**src/rtl/box_sprite_writer.sv**
```systemverilog
// ============================================================================
//  Module      : box_sprite_writer
//  Description : Runtime writer for the 25x25 box sprite palette-index RAM.
//                Accepts a valid/ready stream of palette indices and stores
//                them row-major into a DEPTH-entry RAM. The registered read
//                port feeds the color mapper (pixel address in, index out).
//                Optional macro BOX_WR_VBLANK_GATE_EN restricts writes to
//                vertical blanking so the displayed sprite never tears.
//                RAM contents are not touched by Reset; power-up contents
//                come from the device configuration image (all zero).
//  Revision    : 1.0 - initial release
// ============================================================================
`default_nettype none

module box_sprite_writer #(
    parameter int DEPTH   = 625,
    parameter int ADDR_W  = 10,
    parameter int IDX_W   = 4,
    parameter int MAX_IDX = 2
) (
    input  logic              Clk,
    input  logic              Reset,
    input  logic              start,
    input  logic [IDX_W-1:0]  in_data,
    input  logic              in_valid,
    output logic              in_ready,
    input  logic              vblank,
    input  logic [ADDR_W-1:0] read_address,
    output logic [IDX_W-1:0]  read_index,
    output logic              busy,
    output logic              done,
    output logic              err
);

    // ------------------------------------------------------------------------
    // Constants sized to the datapath so comparisons stay width-exact
    // ------------------------------------------------------------------------
    localparam logic [ADDR_W-1:0] c_depth     = ADDR_W'(DEPTH);
    localparam logic [ADDR_W-1:0] c_last_addr = ADDR_W'(DEPTH - 1);
    localparam logic [ADDR_W-1:0] c_addr_one  = ADDR_W'(1);
    localparam logic [IDX_W-1:0]  c_max_idx   = IDX_W'(MAX_IDX);
    localparam logic [IDX_W-1:0]  c_idx_zero  = '0;

    typedef enum logic [0:0] {
        ST_IDLE = 1'b0,
        ST_LOAD = 1'b1
    } state_t;

    state_t             r_state;
    logic [ADDR_W-1:0]  r_wr_addr;
    logic               r_done;
    logic               r_err;
    logic [IDX_W-1:0]   r_read_index;
    logic [IDX_W-1:0]   r_mem [0:DEPTH-1];

    logic               w_gate;
    logic               w_ready;
    logic               w_accept;
    logic               w_last;
    logic               w_bad_idx;
    logic [IDX_W-1:0]   w_wr_data;
    logic               w_rd_in_range;

    // ------------------------------------------------------------------------
    // Write gate: either blanking-only or always open while loading
    // ------------------------------------------------------------------------
`ifdef BOX_WR_VBLANK_GATE_EN
    assign w_gate = vblank;
`else
    // vblank stays on the port for drop-in compatibility but has no effect
    logic w_unused_vblank;
    assign w_unused_vblank = vblank;
    assign w_gate          = 1'b1;
`endif

    // in_ready decodes state (and gate) only, never in_valid
    assign w_ready       = (r_state == ST_LOAD) && w_gate;
    // Writes are blocked during Reset so an aborted load leaves no extra beat
    assign w_accept      = w_ready && in_valid && !Reset;
    assign w_last        = (r_wr_addr == c_last_addr);
    // Out-of-palette indices are replaced by white (0) and flagged
    assign w_bad_idx     = (in_data > c_max_idx);
    assign w_wr_data     = w_bad_idx ? c_idx_zero : in_data;
    assign w_rd_in_range = (read_address < c_depth);

    // ------------------------------------------------------------------------
    // Load control FSM: sequencing, write address, done pulse and sticky err
    // ------------------------------------------------------------------------
    always_ff @(posedge Clk) begin
        if (Reset) begin
            r_state   <= ST_IDLE;
            r_wr_addr <= '0;
            r_done    <= 1'b0;
            r_err     <= 1'b0;
        end else begin
            r_done <= 1'b0;
            case (r_state)
                ST_IDLE: begin
                    if (start) begin
                        r_state   <= ST_LOAD;
                        r_wr_addr <= '0;
                        r_err     <= 1'b0;
                    end
                end
                ST_LOAD: begin
                    // start is deliberately ignored here: no mid-load restart
                    if (w_accept) begin
                        if (w_bad_idx) begin
                            r_err <= 1'b1;
                        end
                        if (w_last) begin
                            r_state   <= ST_IDLE;
                            r_wr_addr <= '0;
                            r_done    <= 1'b1;
                        end else begin
                            r_wr_addr <= r_wr_addr + c_addr_one;
                        end
                    end
                end
                default: begin
                    r_state   <= ST_IDLE;
                    r_wr_addr <= '0;
                end
            endcase
        end
    end

    // ------------------------------------------------------------------------
    // Sprite RAM write port (no reset: contents survive Reset)
    // ------------------------------------------------------------------------
    always_ff @(posedge Clk) begin
        if (w_accept) begin
            r_mem[r_wr_addr] <= w_wr_data;
        end
    end

    // ------------------------------------------------------------------------
    // Registered read port; same-address write in the same cycle returns the
    // old contents because the RAM update is non-blocking
    // ------------------------------------------------------------------------
    always_ff @(posedge Clk) begin
        if (Reset) begin
            r_read_index <= '0;
        end else if (w_rd_in_range) begin
            r_read_index <= r_mem[read_address];
        end else begin
            r_read_index <= '0;
        end
    end

    assign in_ready   = w_ready;
    assign busy       = (r_state == ST_LOAD);
    assign done       = r_done;
    assign err        = r_err;
    assign read_index = r_read_index;

endmodule

`default_nettype wire

```
**config.mk**
```make
export PLATFORM = sky130hd
export DESIGN_NAME = box_sprite_writer
export DESIGN_NICKNAME = d
export VERILOG_FILES = /design/src/rtl/box_sprite_writer.sv
export SDC_FILE = /design/constraint.sdc
export NUM_CORES = 2
export LEC_CHECK = 0
export ABC_AREA = 0
export ABC_CLOCK_PERIOD_IN_PS = 55300
export CAP_MARGIN = 10
export CORE_ASPECT_RATIO = 0.75
export CORE_MARGIN = 2
export CORE_UTILIZATION = 55
export CTS_CLUSTER_SIZE = 20
export DETAILED_ROUTE_END_ITERATION = 12
export PLACE_DENSITY = 0.71
export SLEW_MARGIN = 30
export SYNTH_ARGS = -nofsm -noshare
export SYNTH_HDL_FRONTEND = slang
export SYNTH_SLANG_ARGS = --single-unit
```
**constraint.sdc**
```tcl
create_clock -name Clk -period 55.3 [get_ports Clk]
set_input_delay 5.53 -clock Clk [delete_from_list [all_inputs] [get_ports Clk]]
set_output_delay 5.53 -clock Clk [all_outputs]
set_load 0.1 [all_outputs]
```
==> run summary <==
status: complete, no violations
Main synth FF type: edfxtp_1
Yosys cell types: 64
crit-path leading delay family: buffers and inverters
final wirelength: 250000 um
Crit path required time: 56.06 ns
RSZ-0062 raised after global routing: false
cell mode on critical path: buf_4
Antenna Nets Post-Route: 0
grt met3 use: 0.0695
GRT met1 Usage: 0.416
Post-synth EDFFs: 2500
GRT Util Overall: 0.278
Setup Viol. Count Final: 0
worst path cell trace: buf_8 -> buf_4 -> buf_4 -> buf_4 -> buf_4 -> mux4_2 -> a22o_1 -> nor3_1 -> a311oi_1 -> nor4_1 -> o32ai_1 -> o311a_1
CTS Buf Count: 224
clock sink count: 2517
H-tree Lvls: 4
Post-Syn Instances: 4907
total power: 3.77 mW
vertical die dimension: 372 um
largest net degree at the start of global routing: 220
die width: 495 um
PD cells: 33.2 nW/um^2
CTS resizes: 0
routability cong.: 0.837
Slowest-stage cell, CP: buf_4
setup TNS: 0 ns
Port Buffers: 25
vias: 51400
total core area: 179000 sq um
vias in the first global route: 50900
Leak: 34.8 nW
Starting DRT DRC Count: 7745
cell taking the most area after synthesis: edfxtp_1
Worst-Margin Slew: 1.16 ns
Core Rows: 134
Final WS setup: 44.65 ns
vias per inst: 5.87
startpoint types: primary input
CP max FO: 79
synth top area cells: edfxtp_1 76%, mux4_2 14%, nor2_1 2.5%
top-area cell type share of the netlist area: 0.756
CTS tree: built
hold_ws: 0.514 ns
fin util: 0.636
Root Buffer: clkbuf_16
Mapped Area: 99300 sq um
# IOs: 27
share of cells above drive strength 1: 0.177
Layout Cells excl Fill: 8747
M2 GR Usage: 0.408
Design Area, Final: 114000 sq um
YS warnings: 0
maxcap violations: 0
NumNets Final: 6201
DP Worst Slack: 43.79 ns
hold path depth: 2
post-CTS setup buffers: 0
Slew HR: 0.223
Async S/R FF share, synth: 0
clk slew on worst S/H paths: 0.07 ns
WP depth: 12
DRT Pass-1 Iters: 8
register area share after synthesis: 0.760
area grow syn2layout: 14.4%
Worst Setup End Kind: flop
Top Usage Layer GRT: met1
Worst Reg-to-Reg Cells: 6
hold buffers post-CTS: 0
Slew Viols, Final: 0
Placed Area: 106000 sq um
Clock Latency Late Sink: 0.87 ns
first-pass GRT wire length: 360000 um
hpwl dp: 154000 um
CP peak stage delay: 0.79 ns
Final Hold Fails: 0
DR WL/cell: 28.6 um
initial antenna violation count: 12
f_max: 93.9 MHz
Hold WC Path Type: flop to flop
min Tclk post-route: 10.65 ns
Final Cycle Share: 0.193
CP Class: primary input to flop
Arr. time, crit path: 11.41 ns
synthesized flop and latch total: 2517
die area: 184000 sq um
DRC violations left: 0
Max VDD drop: 0.0000367 V
Max Root-Sink Buffers: 3
Buf/Inv on CP: 5
total gr overflow: 0
syn avg cell area: 20.2 sq um
placed insts: 8332
Fillers: 12300
Initial Util: 0.556
Worst Clk Skew: 0.0452 ns
[cell usage in the layout, fill, tap and decap left out, types with 25 or more instances in the layout]
cell type  instances
nand2_1           45
mux2i_1          202
a221oi_1          25
clkbuf_16        226
o21ai_0           44
mux2_2            27
buf_4            111
nand2_2           31
clkinv_2          43
a21oi_1           55
mux4_2           616
edfxtp_1        2500
clkbuf_1          49
clkinv_1          58
o22ai_1           45
a22oi_1           46
conb_1          1250
nor2_1           672
[cell type report]
type / instances / area (sq um) / area share
clock buffer: 283 / 5950 / 0.0524
clock inverter: 127 / 1120 / 0.00983
antenna: 5 / 12.5 / 0.000110
inverter: 3 / 11.3 / 0.0000992
sequential: 2517 / 75400 / 0.664
multi-input combinational: 3291 / 26900 / 0.237
timing repair buffer: 141 / 1180 / 0.0104
tap: 2380 / 2980 / 0.0262
[cell usage after synthesis (23+ instances only)]
| master | count |
|---|---|
| o22ai_1 | 46 |
| mux4_2 | 616 |
| nor2_1 | 673 |
| a21oi_1 | 55 |
| o21ai_0 | 45 |
| mux2i_1 | 202 |
| edfxtp_1 | 2500 |
| buf_6 | 23 |
| buf_4 | 60 |
| buf_2 | 77 |
| nand2_1 | 81 |
| buf_1 | 39 |
| mux2_2 | 27 |
| a221oi_1 | 25 |
| clkbuf_1 | 144 |
| a22oi_1 | 46 |
[state kept, by name, summed over array words and instances (netlist names)]
| name | count |
|---|---|
| err | 1 |
| done | 1 |
| read_index | 4 |
| busy | 1 |
| r_mem | 2500 |
| r_wr_addr | 10 |
[report_power, final]
part / internal (mW) / switching [mW] / leakage, nW / total [mW]
clock network: 0.845 / 0.681 / 3.47 / 1.53
logic: 0.0511 / 0.0993 / 10.9 / 0.150
registers: 2.09 / 0.000770 / 20.4 / 2.09
total: 2.99 / 0.781 / 34.8 / 3.77
[final timing paths]
| kind | from | to | slack [ns] |
|---|---|---|---|
| max | read_address[1] | read_index[2] | 44.65 |
| min | err | err | 0.51 |
| max reg2reg | busy | r_mem[205][0] | 51.75 |
| min reg2reg | err | err | 0.51 |
[worst register-to-register path, cell delays in order, from the launching register on]
cell     delay [ns]
dfxtp_1        0.42
nand2_1        0.21
nor2_1         0.32
and2_1         0.51
nand2_2        0.75
buf_4          0.57
nor2_1         0.42
[metal layers]
metal	part of all wire	routed length, um	vias to the layer above
li1	-	-	21400
met1	0.40	99100	26500
met2	0.45	112000	3122
met3	0.12	30500	406
met4	0.033	8330	2
met5	0.000032	8	-
[logic make-up (layout without fill, tap and decap cells)]
logic type / Yosys count / count (layout) / synth area share
and+or+nand+nor: 864 / 864 / 0.0353
adders and majority gates: 4 / 4 / 0.000504
muxes: 845 / 845 / 0.163
other: 1 / 1255 / 0.0000378
xor gates and xnor gates: 7 / 7 / 0.000618
buffers and inverters: 348 / 554 / 0.0184
AOI/OAI and AO/OA: 321 / 321 / 0.0222
DFF: 2517 / 2517 / 0.760
Note: power is estimated with default switching activity, not from simulation.
